### config.mk
export PLATFORM = sky130hd
export DESIGN_NAME = instruction_sequencer
export DESIGN_NICKNAME = d
export VERILOG_FILES = /design/src/rtl/instruction_sequencer.sv
export SDC_FILE = /design/constraint.sdc
export NUM_CORES = 1
export LEC_CHECK = 0
export BUFFER_PORTS_ARGS = -buffer_cell sky130_fd_sc_hd__buf_2
export CORE_ASPECT_RATIO = 2
export CORE_MARGIN = 4
export CORE_UTILIZATION = 39
export DETAILED_ROUTE_END_ITERATION = 7
export HOLD_SLACK_MARGIN = 0.03
export SETUP_SLACK_MARGIN = 0.2
export SLEW_MARGIN = 20
export SYNTH_ARGS = -nofsm -noshare
export SYNTH_HDL_FRONTEND = slang
export SYNTH_SLANG_ARGS = --single-unit
export TNS_END_PERCENT = 50
### constraint.sdc
create_clock -name clock_in -period 3.9 [get_ports clock_in]
set_input_delay 0.195 -clock clock_in [delete_from_list [all_inputs] [get_ports clock_in]]
set_output_delay 0.195 -clock clock_in [all_outputs]
set_load 0.01 [all_outputs]
### src/rtl/instruction_sequencer.sv
// Instruction feeder for the cpu: buffers host words in a FIFO and issues one per clock,
// inserting NOP bubbles around burst reads, operates and burst-write data beats.
module instruction_sequencer #(
    parameter int unsigned FIFO_DEPTH   = 8,   // power of two, >= 8
    parameter int unsigned OPERATE_WAIT = 8    // must fit the 4-bit wait counter
) (
    input  logic                        clock_in,
    input  logic                        reset_n_in,
    input  logic [15:0]                 host_instruction_in,
    input  logic                        host_valid_in,
    output logic                        host_ready_out,
    output logic [15:0]                 current_instruction_out,
    output logic                        busy_out,
    output logic [$clog2(FIFO_DEPTH):0] fifo_count_out
);

    localparam int unsigned AW = $clog2(FIFO_DEPTH);
    localparam int unsigned CW = AW + 1;

    localparam logic [15:0]   NOP         = 16'h0000;
    localparam logic [3:0]    READ_GAP    = 4'd9;
    localparam logic [3:0]    BURST_BEATS = 4'd5;
    localparam logic [CW-1:0] BURST_WORDS = CW'(6);

    typedef enum logic [1:0] {
        ISSUE,
        BURST_DATA,
        READ_WAIT,
        OP_WAIT
    } state_t;

    state_t        state;
    state_t        state_nxt;
    logic [3:0]    wait_cnt;
    logic [3:0]    wait_cnt_nxt;

    logic [15:0]   mem [FIFO_DEPTH];
    logic [AW-1:0] rd_ptr;
    logic [AW-1:0] wr_ptr;
    logic [CW-1:0] count;
    logic [15:0]   head;
    logic          fifo_empty;
    logic          push;
    logic          pop;
    logic [15:0]   instr_nxt;

    logic          is_burst_write;
    logic          is_burst_read;
    logic          is_operate;
    logic          burst_ready;

    assign head           = mem[rd_ptr];
    assign fifo_empty     = (count == CW'(0));
    assign host_ready_out = (count < CW'(FIFO_DEPTH));
    assign push           = host_valid_in && host_ready_out;
    assign fifo_count_out = count;
    assign busy_out       = (state != ISSUE);

    // Head decode; only meaningful while issuing, burst data is never decoded
    assign is_burst_write = (head[1:0] == 2'b11) &&  head[2];
    assign is_burst_read  = (head[1:0] == 2'b11) && !head[2];
    assign is_operate     = (head[1:0] == 2'b10);
    assign burst_ready    = (count >= BURST_WORDS);

    // State register
    always_ff @(posedge clock_in or negedge reset_n_in) begin
        if (!reset_n_in) begin
            state    <= ISSUE;
            wait_cnt <= 4'd0;
        end else begin
            state    <= state_nxt;
            wait_cnt <= wait_cnt_nxt;
        end
    end

    // Next-state logic
    always_comb begin
        state_nxt    = state;
        wait_cnt_nxt = wait_cnt;
        unique case (state)
            ISSUE: begin
                if (!fifo_empty) begin
                    if (is_burst_write) begin
                        if (burst_ready) begin
                            state_nxt    = BURST_DATA;
                            wait_cnt_nxt = BURST_BEATS;
                        end
                    end else if (is_burst_read) begin
                        state_nxt    = READ_WAIT;
                        wait_cnt_nxt = READ_GAP;
                    end else if (is_operate) begin
                        state_nxt    = OP_WAIT;
                        wait_cnt_nxt = 4'(OPERATE_WAIT);
                    end
                end
            end
            default: begin
                wait_cnt_nxt = wait_cnt - 4'd1;
                if (wait_cnt == 4'd1) begin
                    state_nxt = ISSUE;
                end
            end
        endcase
    end

    // Output logic: pop strobe and next word to present
    always_comb begin
        pop       = 1'b0;
        instr_nxt = NOP;
        unique case (state)
            ISSUE: begin
                if (!fifo_empty && !(is_burst_write && !burst_ready)) begin
                    pop       = 1'b1;
                    instr_nxt = head;
                end
            end
            BURST_DATA: begin
                pop       = !fifo_empty;
                instr_nxt = head;
            end
            default: begin
                pop       = 1'b0;
                instr_nxt = NOP;
            end
        endcase
    end

    // FIFO pointers, occupancy and the registered instruction output
    always_ff @(posedge clock_in or negedge reset_n_in) begin
        if (!reset_n_in) begin
            rd_ptr                  <= '0;
            wr_ptr                  <= '0;
            count                   <= '0;
            current_instruction_out <= NOP;
        end else begin
            current_instruction_out <= instr_nxt;
            if (push) begin
                wr_ptr <= wr_ptr + AW'(1);
            end
            if (pop) begin
                rd_ptr <= rd_ptr + AW'(1);
            end
            unique case ({push, pop})
                2'b10:   count <= count + CW'(1);
                2'b01:   count <= count - CW'(1);
                default: count <= count;
            endcase
        end
    end

    // Storage array carries no reset; validity is tracked by the pointers
    always_ff @(posedge clock_in) begin
        if (push) begin
            mem[wr_ptr] <= host_instruction_in;
        end
    end

endmodule
==> qor.yml <==
status:
  outcome: "completed"
critical_path:
  r2r-start: "rd_ptr[2]"
  r2r_cells: 13
  critPathRequiredTime_ns: 4.21
  worst-r2r-setup-slack_ns: 0.64
  cp-end-kind: "register"
  crit_fanout: 11
  critPathKind: "reg -> reg"
  critPathLaunchType: "register"
  r2r-end: "fifo_count_out[3]"
  worstPathArrival_ns: 3.57
sta:
  setup_viol_count_final: 0
  whs_ns: 0.0435
  fin_crit_sh: 0.836
  finalMaxSlewViolations: 0
  fmax_mhz: 307
  min_period_ns: 3.26
  hold_viol_final: 0
  tightest_slew_ns: 0.834
  rsz0062_at_grt: "false"
  fin_tns_setup_ns: 0
  clock-skew-final_ns: 0.00689
  max_slew_margin: 0.444
logic_synthesis:
  synth.net_count: 358
  syn_area_um2: 6300
  yosysSeqAreaShare: 0.737
  synth_cell_types: 40
  synth-seq-cells: 160
  ys.flop_type: "edfxtp_1"
  synthArstFlopShare: 0.200
  synth_edf_count: 128
  synth-warning-count: 0
  syn_avg_cell_area_um2: 19.0
  netlist_instances: 331
power_and_ir_drop:
  intPower_w: 0.00399
  pwr-share-comb: 0.301
  power.density_nw_per_um2: 777
  pwr-share-seq: 0.407
  p_leak_nw: 2.72
  p_sw_frac: 0.306
  switchingPower_w: 0.00176
  ir_drop_mv: 0.347
  clkPwrFrac: 0.292
clocking:
  cts_buffers: 17
  ctsResizeCount: 0
  numClockSinks: 160
  ctsLongestPathBuffers: 2
  cts_tree: "yes"
  clock_latency_ns: 0.42
  cts_root_buf: "clkbuf_16"
  htreeDepth: 4
  clkTransAtPathRegs_ns: 0.06
global_routing:
  grt_overflow: 0
  globalRouteTotalUtil: 0.142
  grt_max_degree: 35
  grt_first_pass_wirelength_um: 19300
  antenna_found_initial: 0
  grt_pass1_vias: 3382
hold_path:
  holdPathEnd: "mem[2][6]"
  hp-start: "host_instruction_in[6]"
  hold_path_class: "in -> reg"
  hold_depth: 1
die:
  die-height_um: 188
  die_w_um: 97.9
  io_pins: 41
  row_count: 65
  dieArea_um2: 18400
  core-area_um2: 15900
  initial_utilization: 0.397
routing:
  drc: 0
  routed_wl_um: 12100
  post_drt_wl_per_cell_um: 20.0
  first_pass_iters: 4
  dr.first_iter.drc_count: 206
  vias: 3089
  vias_per_cell: 5.11
  detail-route-antenna-nets: 0
layout:
  syn2layout_area_growth_pct: 17.5
  drive_above_1_share: 0.304
  mostFrequentLayoutCells: "128 x edfxtp_1, 40 x buf_2, 31 x dfrtp_1"
  antenna_cells: 0
  fin_nets: 418
  mostFrequentLayoutCell: "edfxtp_1"
placed_design:
  dpl.hpwl_um: 7520
  gp_congestion: 0.735
  port_buffers: 40
flow_run:
  max-cap-violations: 0
[final cells by class]
type / count / area, um^2
clock inverters: 13 / 160
well taps: 201 / 251
repair buffers: 52 / 305
inverters: 12 / 45.0
flip-flops and latches: 160 / 4650
multi-input cells: 148 / 1550
fillers: 1344 / 8460
clock buffers: 19 / 443
[what timing repair did]
| item | 4_1_cts | 5_1_grt |
|---|---|---|
| buffers inserted | 0 | 0 |
| setup endpoints to repair | 0 | 0 |
| hold buffers | 1 | 0 |
| hold endpoints to repair | 32 | 0 |
[power groups by stage]
stage,sequential [W],combinational [W],clock (W)
floorplan,0.00232,0.00133,0
global placement,0.00237,0.00175,0
detailed placement,0.00238,0.00177,0
CTS,0.00235,0.00178,0.00171
global route,0.00238,0.00193,0.00179
finish,0.00234,0.00173,0.00168
[logic make-up after synthesis]
logic type	count (synthesis)	share of synthesized area
compound gates	23	0.0242
xor+xnor	8	0.0111
fa+ha+maj	8	0.0171
buf+inv	23	0.0183
flops	160	0.737
mux	52	0.148
simple gates	57	0.0441
[routing by layer]
layer  wire (um)  GRT usage  up-vias
met4         193     0.0501        0
met5           0          0        -
met2        6910      0.259       54
met3         434     0.0372       11
li1            -          -     1404
met1        4540      0.155     1620
[per-stage QoR]
step | util | cells | instance area, um^2 | total power (W) | worst slack, ns
after CTS | 0.467 | 605 | 7400 | 0.00584 | 0.593
after global placement | 0.428 | 572 | 6790 | 0.00412 | 0.648
after detailed placement | 0.428 | 572 | 6790 | 0.00415 | 0.609
after global routing | 0.467 | 605 | 7400 | 0.00610 | 0.444
final | 0.467 | 605 | 7400 | 0.00575 | 0.639
after floorplan | - | 331 | 6300 | 0.00365 | 1.04
[registers in the layout, summed over array words and instances, names as in the netlist]
name,count
rd_ptr,3
fifo_count_out,4
wait_cnt,4
mem,128
current_instruction_out,16
state,2
wr_ptr,3
[synth_stat cells, types with 2 or more instances]
library cell	n	area, um^2
o21ai_0	4	20.0
nand2_4	2	22.5
nand3_1	3	15.0
a211o_1	2	17.5
inv_1	12	45.0
ha_1	7	87.6
a21o_1	3	22.5
clkbuf_1	3	11.3
xor2_1	2	17.5
nor3_1	4	20.0
mux2_2	2	22.5
nand2_1	8	30.0
buf_6	3	33.8
nor2b_1	2	12.5
xnor2_1	6	52.6
buf_2	5	25.0
a211oi_1	2	15.0
a21oi_1	5	25.0
nand2b_1	4	25.0
edfxtp_1	128	3840
or2_2	2	12.5
mux4_2	30	676
mux2i_1	17	170
dfrtp_1	32	801
nor2_1	28	105
[critical path: stages (launching register included)]
cell,delay [ns]
dfrtp_1,0.68
buf_4,0.34
mux4_2,0.24
nor2_1,0.05
or4b_4,0.55
nand2_4,0.10
inv_1,0.05
ha_1,0.21
ha_1,0.28
a21o_1,0.17
a21oi_1,0.17
xnor2_1,0.13
nor2_1,0.07
xnor2_1,0.12
[worst max path at each step]
stage | start | end | slack [ns]
floorplan | rd_ptr[0] | fifo_count_out[3] | 1.04
global placement | rd_ptr[2] | fifo_count_out[3] | 0.65
detailed placement | rd_ptr[2] | fifo_count_out[3] | 0.61
CTS | rd_ptr[2] | fifo_count_out[3] | 0.59
global route | rd_ptr[2] | fifo_count_out[3] | 0.44
finish | rd_ptr[2] | fifo_count_out[3] | 0.64
(Power assumes the default switching activity.)
